[config.mk]
export PLATFORM = sky130hd
export DESIGN_NAME = lin_header_tx
export DESIGN_NICKNAME = d
export VERILOG_FILES = /design/src/rtl/lin_pkg.sv /design/src/rtl/lin_bit_timer.sv /design/src/rtl/lin_header_tx.sv
export SDC_FILE = /design/constraint.sdc
export NUM_CORES = 1
export LEC_CHECK = 0
export ABC_AREA = 1
export BUFFER_PORTS_ARGS = -buffer_cell sky130_fd_sc_hd__buf_2
export CORE_MARGIN = 10
export CORE_UTILIZATION = 53
export CTS_BUF_LIST = sky130_fd_sc_hd__clkbuf_4 sky130_fd_sc_hd__clkbuf_8 sky130_fd_sc_hd__clkbuf_16
export CTS_CLUSTER_SIZE = 14
export DETAILED_ROUTE_END_ITERATION = 10
export PLACE_DENSITY_LB_ADDON = 0.2
export SYNTH_ARGS = -nofsm -noshare
export SYNTH_HDL_FRONTEND = slang
export SYNTH_SLANG_ARGS = --single-unit
[constraint.sdc]
create_clock -name clk -period 1.3 [get_ports clk]
set_input_delay 0 -clock clk [delete_from_list [all_inputs] [get_ports clk]]
set_output_delay 0 -clock clk [all_outputs]
set_load 0.05 [all_outputs]
[src/rtl/lin_pkg.sv]
// rtl/lin_pkg.sv - shared LIN constants, header FSM states and PID parity helper
package lin_pkg;

    localparam logic [7:0] LIN_SYNC_BYTE = 8'h55;

    typedef enum logic [2:0] {
        ST_IDLE,
        ST_BREAK,
        ST_DELIM,
        ST_SYNC,
        ST_PID
    } lin_state_t;

    // Protected ID = {P1, P0, ID[5:0]}
    function automatic logic [7:0] lin_pid(input logic [5:0] id6);
        logic p0;
        logic p1;
        p0 = id6[0] ^ id6[1] ^ id6[2] ^ id6[4];
        p1 = ~(id6[1] ^ id6[3] ^ id6[4] ^ id6[5]);
        return {p1, p0, id6};
    endfunction

endpackage

[src/rtl/lin_bit_timer.sv]
// rtl/lin_bit_timer.sv - bit-time divider emitting bit_end on the last clk of each bit
module lin_bit_timer #(
    parameter int CLKS_PER_BIT = 16
) (
    input  logic clk,
    input  logic rst_n,
    input  logic clear,
    input  logic en,
    output logic bit_end
);

    localparam int TW = $clog2(CLKS_PER_BIT);
    localparam logic [TW-1:0] LAST = TW'(CLKS_PER_BIT - 1);

    logic [TW-1:0] cnt;

    assign bit_end = en && (cnt == LAST);

    always_ff @(posedge clk or negedge rst_n) begin
        if (!rst_n) begin
            cnt <= '0;
        end else if (clear) begin
            cnt <= '0;
        end else if (en) begin
            cnt <= bit_end ? '0 : cnt + TW'(1);
        end
    end

endmodule

[src/rtl/lin_header_tx.sv]
// rtl/lin_header_tx.sv - master LIN header serialiser: break, delimiter, sync 0x55, protected ID
module lin_header_tx
    import lin_pkg::*;
#(
    parameter int CLKS_PER_BIT = 16,
    parameter int BREAK_BITS   = 13,
    parameter int DELIM_BITS   = 1
) (
    input  logic       clk,
    input  logic       rst_n,
    input  logic       start,
    input  logic [5:0] id,
    output logic       tx,
    output logic       busy,
    output logic       done,
    output logic [7:0] pid_out
);

    localparam logic [4:0] BREAK_LAST = 5'(BREAK_BITS - 1);
    localparam logic [4:0] DELIM_LAST = 5'(DELIM_BITS - 1);
    localparam logic [4:0] FRAME_LAST = 5'd9;

    lin_state_t state, state_nxt;
    logic [4:0] idx, idx_nxt;
    logic [9:0] sh, sh_nxt;
    logic       tx_nxt, busy_nxt, done_nxt;
    logic [7:0] pid_nxt;
    logic       accept;
    logic       bit_end;

    lin_bit_timer #(
        .CLKS_PER_BIT(CLKS_PER_BIT)
    ) u_timer (
        .clk    (clk),
        .rst_n  (rst_n),
        .clear  (accept),
        .en     (busy),
        .bit_end(bit_end)
    );

    always_ff @(posedge clk or negedge rst_n) begin
        if (!rst_n) begin
            state   <= ST_IDLE;
            idx     <= '0;
            sh      <= '1;
            tx      <= 1'b1;
            busy    <= 1'b0;
            done    <= 1'b0;
            pid_out <= 8'h00;
        end else begin
            state   <= state_nxt;
            idx     <= idx_nxt;
            sh      <= sh_nxt;
            tx      <= tx_nxt;
            busy    <= busy_nxt;
            done    <= done_nxt;
            pid_out <= pid_nxt;
        end
    end

    // Byte frames live in sh as {stop, data, start}; tx always mirrors sh[0] while framing
    always_comb begin
        state_nxt = state;
        idx_nxt   = idx;
        sh_nxt    = sh;
        tx_nxt    = tx;
        busy_nxt  = busy;
        done_nxt  = 1'b0;
        pid_nxt   = pid_out;
        accept    = 1'b0;
        case (state)
            ST_IDLE: begin
                if (start) begin
                    accept    = 1'b1;
                    pid_nxt   = lin_pid(id);
                    state_nxt = ST_BREAK;
                    idx_nxt   = '0;
                    tx_nxt    = 1'b0;
                    busy_nxt  = 1'b1;
                end
            end
            ST_BREAK: begin
                if (bit_end) begin
                    if (idx == BREAK_LAST) begin
                        state_nxt = ST_DELIM;
                        idx_nxt   = '0;
                        tx_nxt    = 1'b1;
                    end else begin
                        idx_nxt = idx + 5'd1;
                    end
                end
            end
            ST_DELIM: begin
                if (bit_end) begin
                    if (idx == DELIM_LAST) begin
                        state_nxt = ST_SYNC;
                        idx_nxt   = '0;
                        sh_nxt    = {1'b1, LIN_SYNC_BYTE, 1'b0};
                        tx_nxt    = 1'b0;
                    end else begin
                        idx_nxt = idx + 5'd1;
                    end
                end
            end
            ST_SYNC: begin
                if (bit_end) begin
                    if (idx == FRAME_LAST) begin
                        state_nxt = ST_PID;
                        idx_nxt   = '0;
                        sh_nxt    = {1'b1, pid_out, 1'b0};
                        tx_nxt    = 1'b0;
                    end else begin
                        idx_nxt = idx + 5'd1;
                        sh_nxt  = {1'b1, sh[9:1]};
                        tx_nxt  = sh[1];
                    end
                end
            end
            ST_PID: begin
                if (bit_end) begin
                    if (idx == FRAME_LAST) begin
                        state_nxt = ST_IDLE;
                        idx_nxt   = '0;
                        sh_nxt    = '1;
                        tx_nxt    = 1'b1;
                        busy_nxt  = 1'b0;
                        done_nxt  = 1'b1;
                    end else begin
                        idx_nxt = idx + 5'd1;
                        sh_nxt  = {1'b1, sh[9:1]};
                        tx_nxt  = sh[1];
                    end
                end
            end
            default: begin
                state_nxt = ST_IDLE;
                tx_nxt    = 1'b1;
                busy_nxt  = 1'b0;
            end
        endcase
    end

endmodule
== Word-level counts from Yosys, hierarchy flattened ==
Cells that the tools add are included.

* Bits in registers: 33
* Bits of input ports: 9
* Logic and storage cells: 96
* Output and inout bits: 11

* Add/sub/neg operators: 2
* Mux-type cells: 47
* Bitwise logic cells: 8
* Equal/unequal tests: 17
* Reduce and logical (&&, ||, !) cells: 14

{| class="wikitable"
|+ Operator list
! operator !! count
|-
| two-way mux 10 bit || 4
|-
| two-way mux 5 bit || 7
|-
| one-hot mux 10 bit (3 select lines) || 1
|-
| two-way mux 3 bit || 9
|-
| one-hot mux 5 bit (4 select lines) || 1
|-
| two-way mux 9 bit || 2
|-
| two-way mux 1 bit || 17
|-
| one-hot mux 3 bit (5 select lines) || 1
|-
| two-way mux 4 bit || 3
|-
| == test 5 x 4 -> 1 bit, second input constant || 2
|-
| != test 2 x 1 -> 1 bit, second input constant || 5
|-
| != test 2 bit, second input constant || 5
|-
| AND reduction 5 bit || 2
|-
| AND reduction 9 bit || 1
|-
| AND reduction 7 bit || 1
|-
| == test 3 x 2 -> 1 bit, second input constant || 2
|-
| XOR 1 bit || 6
|-
| adder 5 x 1 -> 5 bit, second input constant || 1
|-
| zero test 5 bit || 1
|-
| one-hot mux 1 bit (5 select lines) || 1
|-
| adder 4 x 1 -> 4 bit, second input constant || 1
|-
| == test 4 bit, second input constant || 1
|-
| AND reduction 4 bit || 1
|-
| nonzero test 4 bit || 1
|-
| 11 further kinds || 12
|}

== Depth between registers and ports, before layout ==
Gate-level depths: netlist of run 1.

* Word-level depth: 5
* Mapped depth: 10
* Gate-level depth less buffers: 10

== By module ==
A second synthesis of run 1 with hierarchy kept.

* Cells, all modules: 246
* Area, all modules: 1826.8 um2

{| class="wikitable"
|+ By module, submodules not included
! module !! instances !! area an instance (um2) !! cells an instance !! sequential area each (um2)
|-
| lin_header_tx || 1 || 1602.8 || 216 || 686.9
|-
| lin_bit_timer || 1 || 224.0 || 30 || 100.1
|}

== Least setup slack after synthesis of run 1 ==
Ideal clock, no wire load.

* Kind: register to register
* Start point: register busy
* End point: register sh[1]
* Clock period less this slack: 1.530 ns
* Arrival: 1.470 ns
* Required time: 1.240 ns
* Setup time: 0.060 ns
* Path buffers: 0
* Stages on the path, launching flop included: 7
* Path slack: -0.230 ns
* Cells stage by stage: dfrtp_1 > nand4_2 > nand2_1 > nand2_4 > nor2_8 > nand2_1 > nand2_1

* Longest elaborated chain between the ends: 3
* Elaborated cells between the ends (all ways): 5
* Those cells by class: 3 x eq/ne; 2 x reduce/logical

{| class="wikitable"
|+ RTL lines
! what !! RTL line !! RTL
|-
| start: declaration || lin_header_tx.sv:14 || <nowiki>output logic busy,</nowiki>
|-
| start signal: assignment || lin_header_tx.sv:55 || <nowiki>busy <= busy_nxt;</nowiki>
|-
| logical AND 1 bit * || lin_bit_timer.sv:17 || <nowiki>assign bit_end = en && (cnt == LAST);</nowiki>
|-
| != test 2 x 1 -> 1 bit (no source line) || n/a ||
|-
| AND reduction 5 bit (no source line) * || n/a ||
|-
| end signal: assignment || lin_header_tx.sv:53 || <nowiki>sh <= sh_nxt;</nowiki>
|-
| end: declaration || lin_header_tx.sv:25 || <nowiki>logic [9:0] sh, sh_nxt;</nowiki>
|}

Every way passes the cells marked *; elsewhere a longest branch is shown, timed or not.
A chain may end at the register's enable or synchronous reset.

== Worst setup path after layout of run 1 ==
* Start point: register idx[0]
* End point: register sh[1]

* Longest elaborated chain between the ends: 4
* Elaborated cells between the ends (all ways): 9
* Those cells by class: 2 x eq/ne; 5 x mux; 2 x reduce/logical

{| class="wikitable"
|+ RTL lines
! what !! RTL line !! RTL
|-
| start: declaration || lin_header_tx.sv:24 || <nowiki>logic [4:0] idx, idx_nxt;</nowiki>
|-
| start signal: assignment || lin_header_tx.sv:52 || <nowiki>idx <= idx_nxt;</nowiki>
|-
| == test 5 x 4 -> 1 bit || lin_header_tx.sv:107, lin_header_tx.sv:121 ||
|-
| two-way mux 9 bit (on tied branches) || lin_header_tx.sv:121, lin_header_tx.sv:107 ||
|-
| two-way mux 10 bit (on tied branches) || lin_header_tx.sv:120, lin_header_tx.sv:106 ||
|-
| one-hot mux 10 bit (3 select lines) || lin_header_tx.sv:71 || <nowiki>case (state)</nowiki>
|}

Several ways; a longest one is shown, not always the timed one. The select of a mux whose other input is x is not followed.

==> results of run 1 <==
## where the power goes
part	switching [mW]	internal (mW)	leakage, nW
clock network	0.411	0.448	0.0517
registers	0.479	1.49	0.360
logic	3.14	1.93	1.06
## Yosys cell counts
| cell | number |
|---|---|
| sky130_fd_sc_hd__dfrtp_1 | 22 |
| sky130_fd_sc_hd__ha_1 | 4 |
| sky130_fd_sc_hd__nor2_1 | 16 |
| sky130_fd_sc_hd__a31oi_1 | 2 |
| sky130_fd_sc_hd__nor3_1 | 3 |
| sky130_fd_sc_hd__xor2_1 | 5 |
| sky130_fd_sc_hd__nor2_4 | 1 |
| sky130_fd_sc_hd__nand3_1 | 15 |
| sky130_fd_sc_hd__dfstp_2 | 9 |
| sky130_fd_sc_hd__nand3_2 | 3 |
| sky130_fd_sc_hd__nand4_1 | 5 |
| sky130_fd_sc_hd__buf_6 | 1 |
| sky130_fd_sc_hd__buf_2 | 3 |
| sky130_fd_sc_hd__inv_2 | 3 |
| sky130_fd_sc_hd__nor2_8 | 1 |
| sky130_fd_sc_hd__o21ai_4 | 1 |
| sky130_fd_sc_hd__nor2_2 | 4 |
| sky130_fd_sc_hd__nand2_2 | 6 |
| sky130_fd_sc_hd__inv_1 | 25 |
| sky130_fd_sc_hd__xnor2_1 | 4 |
| sky130_fd_sc_hd__nand2_4 | 2 |
| sky130_fd_sc_hd__mux2_2 | 4 |
| sky130_fd_sc_hd__nand2_1 | 91 |
| sky130_fd_sc_hd__a21oi_2 | 1 |
| sky130_fd_sc_hd__a21oi_1 | 3 |
| sky130_fd_sc_hd__o21ai_0 | 20 |
| sky130_fd_sc_hd__nand4_2 | 1 |
| sky130_fd_sc_hd__nor3_2 | 1 |
## area by class of cell
cell class,instances,area [sq um],share of cell area (%)
multi-input combinational,194,1370,45.5
clock inverter,1,5.00,0.166
antenna,1,2.50,0.0830
clock buffer,7,90.1,2.99
sequential,31,796,26.4
timing repair buffer,72,583,19.3
tap,46,57.6,1.91
inverter,28,110,3.65
## worst max-delay path: stages (launching register included)
cell,delay [ns]
sky130_fd_sc_hd__dfrtp_2,0.44
sky130_fd_sc_hd__inv_2,0.09
sky130_fd_sc_hd__ha_4,0.15
sky130_fd_sc_hd__nand2_4,0.07
sky130_fd_sc_hd__nor2_4,0.13
sky130_fd_sc_hd__inv_2,0.09
sky130_fd_sc_hd__nand2_4,0.11
sky130_fd_sc_hd__nand2_2,0.10
sky130_fd_sc_hd__o21ai_0,0.23
sky130_fd_sc_hd__nand2_1,0.09
## metal layers
| layer | vias up | global-route usage [%] |
|---|---|---|
| met5 | - | 0 |
| met4 | 0 | 8.27 |
| met3 | 48 | 4.34 |
| met2 | 147 | 31.7 |
| met1 | 1014 | 18.8 |
| li1 | 962 | - |
## state kept, by name, summed over array words and instances (netlist names)
signal,count
busy,1
pid_out,8
tx,1
idx,5
sh,8
state,3
u_timer.cnt,4
done,1
## cells by family (layout without fill, tap and decap cells)
group / Yosys count / in the layout / synth area share [%]
AOI/OAI and AO/OA: 27 / 27 / 7.88
xor gates and xnor gates: 9 / 9 / 4.07
adders and majority gates: 4 / 4 / 2.58
buffers and inverters: 32 / 108 / 6.78
DFF: 31 / 31 / 40.6
muxes: 4 / 4 / 2.33
other: 0 / 1 / 0
and+or+nand+nor: 149 / 150 / 35.7
## cell usage in the layout, fill, tap and decap left out, drive strengths merged
cell type and n:
a31oi 2, diode 1, nor3 4, dfrtp 22
xnor2 4, xor2 5, clkbuf 7, nand3 18
dfstp 9, nand4 6, dlygate4sd3 7, nand2 100
nor2 22, inv 28, buf 65, o21ai 21
ha 4, a21oi 4, mux2 4, clkinv 1
## worst max-delay path by stage
stage	end	slack [ns]	cells after the start
floorplan	idx[3]$_DFFE_PN0P_	-0.03	9
global placement	sh[4]$_DFFE_PN1P_	-0.13	10
detailed placement	sh[6]$_DFFE_PN1P_	-0.23	10
CTS	sh[6]$_DFFE_PN1P_	-0.12	11
global route	sh[3]$_DFFE_PN1P_	-0.33	10
finish	sh[1]$_DFFE_PN1P_	-0.27	9
## stage by stage
| stage | setup WS, ns | util [%] | std cells |
|---|---|---|---|
| 5_1_grt | -0.329 | 87.6 | 380 |
| 3_5_place_dp | -0.227 | 68.2 | 349 |
| 3_3_place_gp | -0.126 | 68.2 | 349 |
| 6_report | -0.273 | 87.6 | 380 |
| 2_1_floorplan | -0.0288 | - | 256 |
| 4_1_cts | -0.120 | 79.1 | 370 |
## what timing repair did
item,4_1_cts,5_1_grt
endpoints found under the hold margin,37,0
hold buffers,7,0
buffers inserted,5,9
cloned,1,1
pin swaps,19,27
setup endpoints to repair,25,27
resized for setup,44,52
==> reports/results.ini, run 1 <==
[setup_path]
category_of_the_worst_setup_path_capture_point = register
regToRegEndpoint = sh[1]$_DFFE_PN1P_
startpoint_type = register
timing.critical_path.fanout_max = 4
critical_path.startpoint = idx[0]$_DFFE_PN0P_
crit_arrival_ns = 1.79
r2r_cells = 9
critPathKind = reg2reg
r2r_slack_ns = -0.27
crit-reg2reg-launch = idx[0]$_DFFE_PN0P_
cp_data_required_time_ns = 1.51

[pwr]
static-leakage-power_nw = 1.47
power.density_cell_area_mw_per_mm2 = 2620
ir_drop_worst_vdd_uv = 1830
finalPower_mw = 7.89

[detailed_routing]
vias_per_cell = 5.71
met2_wirelength_from_detailed_routing_um = 3440
highest_layer = met4
routed-via-count = 2171
drc = 0
detailedRoute.firstIterationViolations = 300
route.final.wire_length_um = 6950
detail_route.wirelength.met1_um = 2530
detailed_route_wire_length_per_cell_um = 18.3
met3RoutedLength_um = 541
final_antenna_net_count = 0
drt_pass1_iterations = 5

[place]
place_congestion = 0.818
placed_cell_area_sq_mm = 0.00235
portBuffers = 19
place_hpwl_um = 3460

[floorplan]
fp.dieArea_sq_mm = 0.00647
row_cnt = 21
die_h_um = 80.5
top_level_ports = 20
dieWidth_um = 80.5
initial_utilization_pct = 56.3
core_box_area_sq_mm = 0.00344

[status]
failed_checks = negative setup slack
run_status = finished with violations

[worst_hold_path]
hold_start = start
hold_class = in2reg
end_point_of_the_most_critical_hold_path = busy$_DFFE_PN0P_
min_delay_path_depth = 4

[synthesis]
ffs_latches_synth = 31
mapped_cells = 256
avgSynthCellArea_sq_um = 7.57
synth_largest_area_cell = sky130_fd_sc_hd__dfrtp_1
synth.net_count = 269
synth_area_leaders = sky130_fd_sc_hd__dfrtp_1 (28%), sky130_fd_sc_hd__nand2_1 (18%), sky130_fd_sc_hd__dfstp_2 (12%), sky130_fd_sc_hd__o21ai_0 (5.2%), sky130_fd_sc_hd__inv_1 (4.8%)
yosys.cell_types.count = 28
synth.yosys.warnings = 0
synth-seq-area-share_pct = 40.6
synth.top_cell.area_share_pct = 28.4
post_synth_instance_area_sq_mm = 0.00194

[clocking]
cts-root-to-sink-buffers = 2
clk_root_buffer_cell = sky130_fd_sc_hd__clkbuf_8
clock_sink_count = 31
htreeDepth = 2
cts_tree = built
clk_pin_slew_ns = 0.07
cts_buffers = 5
clkLatencyLatePin_ns = 0.31

[global_routing]
groute.usage.overall_pct = 17.6
grt_pass1_wl_um = 9070
grt_max_degree = 32
grt_overflow = 0
first_global_vias = 2012
number_of_antenna_violations_at_the_first_check_in_global_routing = 1

[finish]
layout-drive-gt1-share_pct = 49.8
area_growth_pct = 55.6
nets = 345
nFillCells = 157
stdcell_area_sq_mm = 0.00301

[sta]
worst-slew-pin-transition_ns = 0.353
finalWorstPathRequiredPeriod_ns = 1.57
timing.setup.tns_ns = -4.35
final_report_max_slew_violation_count = 0
clock_skew_ns = 0.0193
clock.fmax_mhz = 636
setup-violations-final = 28
timing.final.crit_share_pct = 121
hold_violations = 0
layout_setup_ws_ns = -0.273
grt_setup_unrepaired = yes
fin_hold_ws_ns = 0.145
max_slew_margin_pct = 76.3

[run]
number_of_max_capacitance_violations_reported = 0

(Power assumes the default switching activity.)
==> run 2: changes to the inputs <==
- SETUP_SLACK_MARGIN: not set -> 0.4
- SLEW_MARGIN: not set -> 0
==> reports/results.ini, run 2 (synthesis gave the netlist of run 1 again) <==
[global_routing]
first_global_vias = 2029  ; was 2012
groute.usage.overall_pct = 19.0  ; was 17.6%
grt_max_degree = 17  ; was 32
grt_pass1_wl_um = 9720  ; was 9070 um
number_of_antenna_violations_at_the_first_check_in_global_routing = 0  ; was 1
grt_overflow = 0  ; unchanged

[place]
place_congestion = 0.840  ; was 0.818
portBuffers = 19  ; unchanged
place_hpwl_um = 3610  ; was 3460 um
placed_cell_area_sq_mm = 0.00245  ; was 0.00235 sq mm

[sta]
clock_skew_ns = 0.0122  ; was 0.0193 ns
clock.fmax_mhz = 607  ; was 636 MHz
max_slew_margin_pct = 72.9  ; was 76.3%
timing.final.crit_share_pct = 127  ; was 121%
finalWorstPathRequiredPeriod_ns = 1.65  ; was 1.57 ns
layout_setup_ws_ns = -0.347  ; was -0.273 ns
final_report_max_slew_violation_count = 0  ; unchanged
hold_violations = 0  ; unchanged
timing.setup.tns_ns = -4.97  ; was -4.35 ns
worst-slew-pin-transition_ns = 0.406  ; was 0.353 ns
setup-violations-final = 31  ; was 28
grt_setup_unrepaired = yes  ; unchanged

[finish]
most-common-layout-cells = sky130_fd_sc_hd__nand2_1 (80), sky130_fd_sc_hd__buf_4 (41), sky130_fd_sc_hd__inv_1 (16), sky130_fd_sc_hd__dfrtp_1 (16), sky130_fd_sc_hd__buf_6 (13)  ; was sky130_fd_sc_hd__nand2_1 (78), sky130_fd_sc_hd__buf_4 (32), sky130_fd_sc_hd__buf_2 (20)
seq_area_sq_um = 795  ; was 796 sq um
nets = 350  ; was 345
nFillCells = 135  ; was 157
layout_commonest_cell = sky130_fd_sc_hd__nand2_1  ; unchanged
area_growth_pct = 59.4  ; was 55.6%
area_taken_by_multi_input_logic_gates_sq_mm = 0.00131  ; was 0.00137 sq mm
stdcell_area_sq_mm = 0.00309  ; was 0.00301 sq mm
finalCoreUtilization_pct = 89.7  ; was 87.6%
layout-drive-gt1-share_pct = 48.8  ; was 49.8%
n_antenna_cell = 0  ; was 1
reg.largest.list = pid_out x8, sh x8, idx x5  ; unchanged

[setup_path]
cp_data_required_time_ns = 1.55  ; was 1.51 ns
category_of_the_worst_setup_path_capture_point = register  ; unchanged
timing.critical_path.fanout_max = 7  ; was 4
startpoint_type = register  ; unchanged
crit-reg2reg-launch = idx[1]$_DFFE_PN0P_  ; was idx[0]$_DFFE_PN0P_
critical_path.startpoint = idx[1]$_DFFE_PN0P_  ; was idx[0]$_DFFE_PN0P_
crit_arrival_ns = 1.89  ; was 1.79 ns
critPathKind = reg2reg  ; unchanged

[status]
run_status = finished with violations  ; unchanged
failed_checks = negative setup slack  ; unchanged

[detailed_routing]
drc = 0  ; unchanged
vias_per_cell = 6.01  ; was 5.71
route.final.wire_length_um = 7670  ; was 6950 um
final_antenna_net_count = 0  ; unchanged
routed-via-count = 2309  ; was 2171
detailedRoute.firstIterationViolations = 306  ; was 300
drt_pass1_iterations = 6  ; was 5
detailed_route_wire_length_per_cell_um = 20.0  ; was 18.3 um

[clocking]
clk_root_buffer_cell = sky130_fd_sc_hd__clkbuf_8  ; unchanged
htreeDepth = 2  ; unchanged
clkLatencyLatePin_ns = 0.30  ; was 0.31 ns
clock_sink_count = 31  ; unchanged
cts-root-to-sink-buffers = 2  ; unchanged
clk_pin_slew_ns = 0.08  ; was 0.07 ns
cts_buffers = 5  ; unchanged
cts_tree = built  ; unchanged

[floorplan]
row_cnt = 21  ; unchanged
dieWidth_um = 80.5  ; unchanged
core_box_area_sq_mm = 0.00344  ; unchanged
fp.dieArea_sq_mm = 0.00647  ; unchanged
top_level_ports = 20  ; unchanged
initial_utilization_pct = 56.3  ; unchanged
die_h_um = 80.5  ; unchanged

[pwr]
static-leakage-power_nw = 1.53  ; was 1.47 nW
ir_drop_worst_vdd_uv = 2130  ; was 1830 uV
power.density_cell_area_mw_per_mm2 = 2710  ; was 2620 mW/mm^2
finalPower_mw = 8.36  ; was 7.89 mW

[worst_hold_path]
hold_class = in2async  ; was in2reg

[run]
number_of_max_capacitance_violations_reported = 0  ; unchanged

-- run 2: layer usage --
layer  global-route usage (%)  part of all wire (%)  up-vias
met3                     5.01                   8.4       58
met4                     8.98                   6.7        0
met5                        0                     0        -
met2                     31.4                    49      181
li1                         -                     -      983
met1                     22.1                    36     1087
-- run 2: final timing paths --
path / endpoint / cells past startpoint / slack, ns
max: sh[4]$_DFFE_PN1P_ / 11 / -0.35
max in group asynchronous: sh[8]$_DFFE_PN1P_ / 3 / 0.62
min in group clk: busy$_DFFE_PN0P_ / 4 / 0.19
min: busy$_DFFE_PN0P_ / 2 / 0.17
max reg2reg: sh[4]$_DFFE_PN1P_ / 11 / -0.35
min reg2reg: sh[4]$_DFFE_PN1P_ / 2 / 0.49
-- run 2: where the power goes --
| group | switching [mW] | internal [mW] | total (mW) | leakage [nW] |
|---|---|---|---|---|
| Combinational | 3.17 | 2.17 | 5.34 | 1.11 |
| Sequential | 0.487 | 1.49 | 1.97 | 0.362 |
| Clock | 0.431 | 0.621 | 1.05 | 0.0612 |
-- run 2: timing repair --
| item | 4_1_cts | 5_1_grt |
|---|---|---|
| gates resized for setup | 40 | 48 |
| endpoints found under the setup margin | 39 | 40 |
| pin swaps | 25 | 17 |
| endpoints found under the hold margin | 31 | 0 |
| gates cloned | 2 | 0 |
| hold buffers | 7 | 0 |
| setup buffers | 7 | 3 |
-- run 2: final cells by class --
type	count	area share, %
well taps	46	1.86
clock inverters	2	1.13
repair buffers	77	22.5
multi-input cells	194	42.5
inverters	28	3.57
flip-flops and latches	31	25.7
clock buffers	6	2.67
-- run 2: through the flow --
stage | hold slack, ns | std cells | worst slack [ns]
after detailed placement | -0.0597 | 357 | -0.168
after floorplan | -0.296 | 256 | -0.0272
after CTS | 0.153 | 381 | -0.162
after global routing | 0.207 | 384 | -0.433
after global placement | -0.0628 | 357 | -0.128
final | 0.171 | 384 | -0.347
-- run 2: worst max-delay path: stages (launching register included) --
cell and delay [ns]:
sky130_fd_sc_hd__dfrtp_1 0.39, sky130_fd_sc_hd__inv_2 0.08, sky130_fd_sc_hd__ha_1 0.23, sky130_fd_sc_hd__nand2_1 0.11, sky130_fd_sc_hd__nor3_2 0.13, sky130_fd_sc_hd__buf_4 0.18, sky130_fd_sc_hd__nand2_1 0.10, sky130_fd_sc_hd__nand2_1 0.09
sky130_fd_sc_hd__nand2_1 0.08, sky130_fd_sc_hd__nand2_1 0.08, sky130_fd_sc_hd__nand2_1 0.05, sky130_fd_sc_hd__nand2_1 0.07
